--- src/rtl/pat_seq.sv ---
// Program sequencer for the pat pattern processor: program counter plus a
// hardware call/return stack, with stall, stack-bounds protection and sticky errors.
module pat_seq #(
  parameter int unsigned I_ADR_WIDTH  = 10,
  parameter int unsigned OFS_WIDTH    = 8,
  parameter int unsigned STACK_DEPTH  = 8,
  parameter int unsigned SP_WIDTH     = 4,
  parameter int unsigned RESET_VECTOR = 0
) (
  input  logic                   clk,
  input  logic                   reset,
  input  logic                   stall,
  input  logic                   op_bf,
  input  logic                   op_bb,
  input  logic                   op_call,
  input  logic                   op_ret,
  input  logic                   cond_met,
  input  logic [OFS_WIDTH-1:0]   offset,
  input  logic                   err_clr,
  output logic [I_ADR_WIDTH-1:0] pc,
  output logic [SP_WIDTH-1:0]    depth,
  output logic                   stack_full,
  output logic                   stack_empty,
  output logic [I_ADR_WIDTH-1:0] ret_addr,
  output logic                   overflow,
  output logic                   underflow
);

  localparam int unsigned IDX_W = (STACK_DEPTH > 1) ? $clog2(STACK_DEPTH) : 1;

  logic [I_ADR_WIDTH-1:0] stack_mem [STACK_DEPTH];
  logic [I_ADR_WIDTH-1:0] pc_nxt;
  logic [I_ADR_WIDTH-1:0] pc_inc;
  logic [I_ADR_WIDTH-1:0] ofs_ext;
  logic [SP_WIDTH-1:0]    depth_nxt;
  logic                   overflow_nxt;
  logic                   underflow_nxt;
  logic                   push;
  logic [IDX_W-1:0]       push_idx;
  logic [IDX_W-1:0]       top_idx;

  assign pc_inc   = pc + I_ADR_WIDTH'(1);
  assign ofs_ext  = I_ADR_WIDTH'(offset);
  assign push_idx = IDX_W'(depth);
  assign top_idx  = IDX_W'(depth - SP_WIDTH'(1));

  // Status views derived from registered state only
  always_comb begin
    stack_empty = (depth == '0);
    stack_full  = (depth == SP_WIDTH'(STACK_DEPTH));
    ret_addr    = stack_empty ? '0 : stack_mem[top_idx];
  end

  // Next-state: ret > call > bf > bb, each qualified by cond_met; stall freezes everything
  always_comb begin
    pc_nxt        = pc;
    depth_nxt     = depth;
    overflow_nxt  = overflow;
    underflow_nxt = underflow;
    push          = 1'b0;
    if (!stall) begin
      pc_nxt = pc_inc;
      if (err_clr) begin
        overflow_nxt  = 1'b0;
        underflow_nxt = 1'b0;
      end
      if (cond_met) begin
        if (op_ret) begin
          if (stack_empty) begin
            underflow_nxt = 1'b1;
          end else begin
            pc_nxt    = stack_mem[top_idx];
            depth_nxt = depth - SP_WIDTH'(1);
          end
        end else if (op_call) begin
          if (stack_full) begin
            overflow_nxt = 1'b1;
          end else begin
            push      = 1'b1;
            depth_nxt = depth + SP_WIDTH'(1);
            pc_nxt    = pc + ofs_ext;
          end
        end else if (op_bf) begin
          pc_nxt = pc + ofs_ext;
        end else if (op_bb) begin
          pc_nxt = pc - ofs_ext;
        end
      end
    end
  end

  always_ff @(posedge clk) begin
    if (!reset) begin
      pc        <= I_ADR_WIDTH'(RESET_VECTOR);
      depth     <= '0;
      overflow  <= 1'b0;
      underflow <= 1'b0;
    end else begin
      pc        <= pc_nxt;
      depth     <= depth_nxt;
      overflow  <= overflow_nxt;
      underflow <= underflow_nxt;
    end
  end

  // Stack storage is never cleared; depth alone defines validity
  always_ff @(posedge clk) begin
    if (push && reset) begin
      stack_mem[push_idx] <= pc_inc;
    end
  end

endmodule
--- config.mk ---
export PLATFORM = sky130hd
export DESIGN_NAME = pat_seq
export DESIGN_NICKNAME = d
export VERILOG_FILES = /design/src/rtl/pat_seq.sv
export SDC_FILE = /design/constraint.sdc
export NUM_CORES = 1
export LEC_CHECK = 0
export BUFFER_PORTS_ARGS = -buffer_cell sky130_fd_sc_hd__buf_4
export CAP_MARGIN = 5
export CORE_AREA = 2 2 120 122
export CTS_BUF_LIST = sky130_fd_sc_hd__clkbuf_4
export DETAILED_ROUTE_END_ITERATION = 10
export DIE_AREA = 0 0 122 124
export HOLD_SLACK_MARGIN = 0.05
export RECOVER_POWER = 25
export SETUP_SLACK_MARGIN = 0.05
export SLEW_MARGIN = 20
export SYNTH_ARGS = -nofsm -noshare
export SYNTH_HDL_FRONTEND = slang
export SYNTH_SLANG_ARGS = --single-unit
--- constraint.sdc ---
create_clock -name clk -period 4.3 [get_ports clk]
set_input_delay 1.075 -clock clk [delete_from_list [all_inputs] [get_ports clk]]
set_output_delay 1.075 -clock clk [all_outputs]
set_load 0.02 [all_outputs]
# Word level (Yosys, flattened, before mapping)
# Memories as Yosys holds them, arrays and structs flattened.
# Index checks and enable logic that the tools add are counted.
[op_classes]
bitwise = 1
addsub = 5
n_eq_ne = 3
reduce_logical = 4
mux = 28
[op_table]
columns = ["op", "count"]
rows = [
  ["two-way mux 10 bit", 8],
  ["two-way mux 1 bit", 16],
  ["two-way mux 4 bit", 4],
  ["adder 10 x 1 -> 10 bit, second input constant", 1],
  ["adder 10 x 8 -> 10 bit", 1],
  ["subtractor 10 x 8 -> 10 bit", 1],
  ["AND reduction 5 bit", 1],
  ["adder 4 x 1 -> 4 bit, second input constant", 1],
  ["== test 4 bit, second input constant", 1],
  ["logical NOT 4 bit", 1],
  ["!= test 2 bit, second input constant", 2],
  ["subtractor 4 x 1 -> 4 bit, second input constant", 1],
  ["nonzero test 2 bit", 1],
  ["logical AND 1 bit", 1],
  ["NOT 1 bit", 1],
]
[totals]
mem_bits_rw = 80
memories = 1
inputBits = 17
wordCells = 46
reg_bits = 16
out_inout_bits = 28
[memory_table]
columns = ["name", "words", "width", "rd", "rd_ports_with_merged_regs", "write_ports", "line_no", "text"]
rows = [
  ["stack_mem", 8, 10, 1, 0, 1, "31", "logic [I_ADR_WIDTH-1:0] stack_mem [STACK_DEPTH];"],
]

# Depth between registers and ports, before layout
[logic_depth]
ltp_word = 9
ltp_mapped = 14
ltp_nobuf = 10

# Worst setup path before layout
# No wires, ideal clock.
[synth_timing]
kind = "register to output"
startpoint = "register depth[0]"
endpoint = "output port ret_addr[6]"
setup_slack_ns = 1.159
stages_incl_launch_ff = 11
required_ns = 3.225
t_arrival_ns = 2.066
path_buffers = 4
path_cell_list = "dfxtp_1 buf_6 buf_12 buf_12 inv_1 ha_1 or3b_1 buf_6 inv_4 nor2_4 a22o_1"
[synth_between]
word_cells_on_any_way = 4
[synth_rtl]
columns = ["element", "line_no", "text"]
rows = [
  ["from (decl)", "21", "output logic [SP_WIDTH-1:0] depth,"],
  ["from (signal assigned)", "100", "depth <= depth_nxt;"],
  ["logical NOT 4 bit", "49", "stack_empty = (depth == '0);"],
  ["net stack_empty", "23", "output logic stack_empty,"],
  ["two-way mux 10 bit", "51", "ret_addr = stack_empty ? '0 : stack_mem[top_idx];"],
  ["to (decl)", "24", "output logic [I_ADR_WIDTH-1:0] ret_addr,"],
]
# The timed path passes the listed nets, and every way through them passes these cells.

# Worst setup path in the final report
[layout_timing]
startpoint = "register depth[1]"
endpoint = "output port ret_addr[2]"
[layout_between]
elab_chain_len = 3
word_cells_on_any_way = 4
[layout_rtl]
columns = ["element", "line_no"]
rows = [
  ["subtractor 4 x 1 -> 4 bit", "--"],
  ["memory (8 x 10 bit)", "--"],
  ["two-way mux 10 bit (*)", "51"],
]
# Every way passes the cells marked *; elsewhere a longest branch is shown, timed or not.

==> results by group <==
STA
  • Setup violators final: 0
  • Worst hold slack: 0.5210 ns
  • RSZ-0062 raised after global routing: no
  • Final Critical Period: 3.611 ns
  • Fin crit share: 0.8398
  • Final Hold Fails: 0
  • Max-slew violation count: 0
  • Setup Skew: 0.01419 ns
  • Sum of negative setup slack: 0 ns
  • Fmax: 276.9 MHz
  • Worst slew pin tran: 0.9679 ns
  • Rel. slew slack: 0.3501

Yosys
  • Syn Nets: 490
  • Yosys cell types: 71
  • Cells after Synth: 452
  • Cell taking the most area after synthesis: edfxtp_1
  • Yosys warns: 0
  • Post-synth top cells: 80 x edfxtp_1, 43 x nor2_1, 32 x inv_1, 24 x nand2_1, 24 x o21ai_0
  • FFs w/ async S/R, synth: 0
  • EDFF count, synth: 80
  • Most instantiated library cell after synthesis: edfxtp_1
  • Synthesized cell area: 5451 um2
  • Yosys reg bits: 96
  • Ranking of synthesized cells by area: edfxtp_1 44%, mux4_1 6.3%, dfxtp_1 5.9%
  • Yosys top cell area share: 0.4407
  • Seq/Total Area, Yosys: 0.4994
  • Main flop type after synthesis: edfxtp_1
  • Synth Area per Inst: 12.06 um2

Critical path
  • Setup crit start kind: register
  • CP max-delay cell: dfxtp_1
  • Arrival @ worst endpoint: 2.54 ns
  • Reg2reg path depth: 10
  • Critical Path End Type: output pin
  • Crit-path cells: inv_1 > ha_1 > buf_4 > mux4_1 > mux2i_1 > nor2_1 > buf_4
  • Worst Path Max Fanout: 20
  • Cell repeated most along the worst path: buf_4
  • CP Data Required Time: 3.22 ns
  • Slowest stage delay, CP: 0.50 ns
  • Critical setup path kind: register to output pin

Cells and area
  • Final net count: 531
  • Design area: 6065 um2
  • # diodes: 0
  • Final Non-Filler Cells: 678
  • Final Core Density: 0.4420
  • Layout cells sized above 1: 0.1687
  • Area Growth Syn to Fin: 11.25%
  • Filler instances: 1284

Drt
  • Drt first-iter violations: 303
  • Vias: 3764
  • Drt drc: 0
  • WL per Instance: 18.96 um
  • Drt pass-1 iters: 6
  • Routed wire length: 12860 um
  • DRT antenna net count: 0
  • Vias per inst: 5.552

Power
  • Combinational power share: 0.206
  • Sequential Power Share: 0.494
  • IR drop worst, VDD: 181.1 uV
  • P_int: 0.001563 W
  • Clock power share: 0.300
  • Pleak: 2.236 nW
  • Sw frac: 0.2681
  • Sw power: 0.0005728 W
  • Cell Pwr Density: 352.2 nW/um2

Floorplan
  • Initial Util: 0.3974
  • Width of the die: 122 um
  • Height of the die: 124 um
  • Io pins: 45
  • Site Rows: 43
  • Full die area: 15130 um2
  • Core footprint: 13720 um2

Clocking
  • Num CTS Buffers: 9
  • CTS tree: yes
  • Hold Buf Count CTS: 0
  • Clk root buf: clkbuf_4
  • Htree depth: 3
  • Max Root-Sink Buffers: 2
  • Post-CTS sizing: 0
  • Clock latency on the worst-skew pair: 0.42 ns
  • CTS sink cnt: 96
  • Worst-path clk slew: 0.13 ns
  • Post-CTS Setup Inserts: 0

Place
  • Port Buffers: 44
  • DPL Wire Length: 9301 um
  • Final weighted congestion in routability-driven placement: 0.8642
  • Dpl cells: 662
  • DP Area: 5869 um2

GRT
  • Vias in the first global route: 3689
  • First-pass GRT wire length: 20330 um
  • GRT Overall Usage: 0.1791
  • Pin count of the biggest net entering global routing: 26
  • Total grt overflow: 0
  • Initial antenna violation count: 0

Hold path
  • Hold path depth: 2
  • Worst min path class: register to register

Outcome
  • Outcome: complete, no violations

Job
  • Max_cap viols: 0
-- placed cells by master (no fill, tap or decap), types with 2 or more instances in the layout --
master     count
edfxtp_1      80
buf_4         52
nor2_1        43
inv_1         33
nand2_1       24
o21ai_0       24
a21oi_1       23
ha_1          19
dfxtp_1       16
xnor2_1       13
nor3_1        13
mux4_1        13
clkbuf_4      10
xor2_1         8
nand3_1        7
mux4_2         7
mux2i_1        7
a211oi_1       7
o21a_1         6
a22o_1         5
o221ai_1       5
a221oi_1       5
nand4_1        4
nand2b_1       4
nor2b_1        4
o31ai_1        4
bufinv_16      4
a21o_1         3
a31oi_1        3
a22oi_1        3
clkbuf_1       3
or3b_1         2
or4_1          2
a2111oi_0      2
o21ai_1        2
a21boi_0       2
o21bai_1       2
fa_1           2
-- cell type report --
class	count	area (um2)	area share
clock buffer	10	75.07	0.01238
clock inverter	6	131.4	0.02166
inverter	34	130.1	0.02146
multi-input combinational	297	2379	0.3922
sequential	96	2723	0.4489
tap	180	225.2	0.03714
timing repair buffer	55	401.6	0.06623
-- worst max-delay path, delay by kind of cell, from the launching register on --
family / cells / cell delay [ns]
mux: 2 / 0.65
flops: 1 / 0.50
buf+inv: 3 / 0.55
simple gates: 1 / 0.07
fa+ha+maj: 1 / 0.33
-- path summary, 6_finish.rpt --
kind / start / slack [ns] / endpoint
worst max-delay path: depth[1]$_SDFFE_PN0P_ / 0.69 / ret_addr[2]
worst min-delay path: overflow$_SDFFE_PN0N_ / 0.52 / overflow$_SDFFE_PN0N_
worst max register to register: pc[0]$_SDFFE_PN0N_ / 1.32 / pc[8]$_SDFFE_PN0N_
worst min register to register: overflow$_SDFFE_PN0N_ / 0.52 / overflow$_SDFFE_PN0N_
-- flip-flops by register name, summed over array words and instances, names as in the netlist --
signal and count:
depth 4, overflow 1, pc 10, stack_mem 80, underflow 1
-- metal layers --
metal | global-route usage | part of all wire | vias up
met5 | 0 | 0 | -
met4 | 0.06753 | 0.019 | 0
met3 | 0.02015 | 0.052 | 17
met2 | 0.3108 | 0.49 | 100
met1 | 0.2313 | 0.44 | 1840
li1 | - | - | 1807
-- cell families after synthesis --
kind of cell               after synthesis  share of synthesized area
AOI/OAI and AO/OA                      114                     0.1467
and+or+nand+nor                        113                    0.09846
DFF                                     96                     0.4994
buffers and inverters                   59                    0.06427
muxes                                   28                     0.1065
xor gates and xnor gates                21                    0.03374
adders and majority gates               21                    0.05095
-- through the flow --
step | total power, W | setup WS, ns
after floorplan | 0.001391 | 1.159
after global placement | 0.001512 | 1.000
after detailed placement | 0.001518 | 0.9521
after CTS | 0.002153 | 0.6078
after global routing | 0.002229 | 0.4224
final | 0.002136 | 0.6888
-- power groups by stage --
| stage | registers (W) | clock network (W) | logic (W) |
|---|---|---|---|
| 6_report | 0.00105 | 0.000640 | 0.000441 |
| 5_1_grt | 0.00106 | 0.000688 | 0.000484 |
| 4_1_cts | 0.00105 | 0.000654 | 0.000445 |
| 3_5_place_dp | 0.00108 | 0 | 0.000443 |
| 3_3_place_gp | 0.00107 | 0 | 0.000437 |
| 2_1_floorplan | 0.00108 | 0 | 0.000313 |
(Power assumes the default switching activity.)
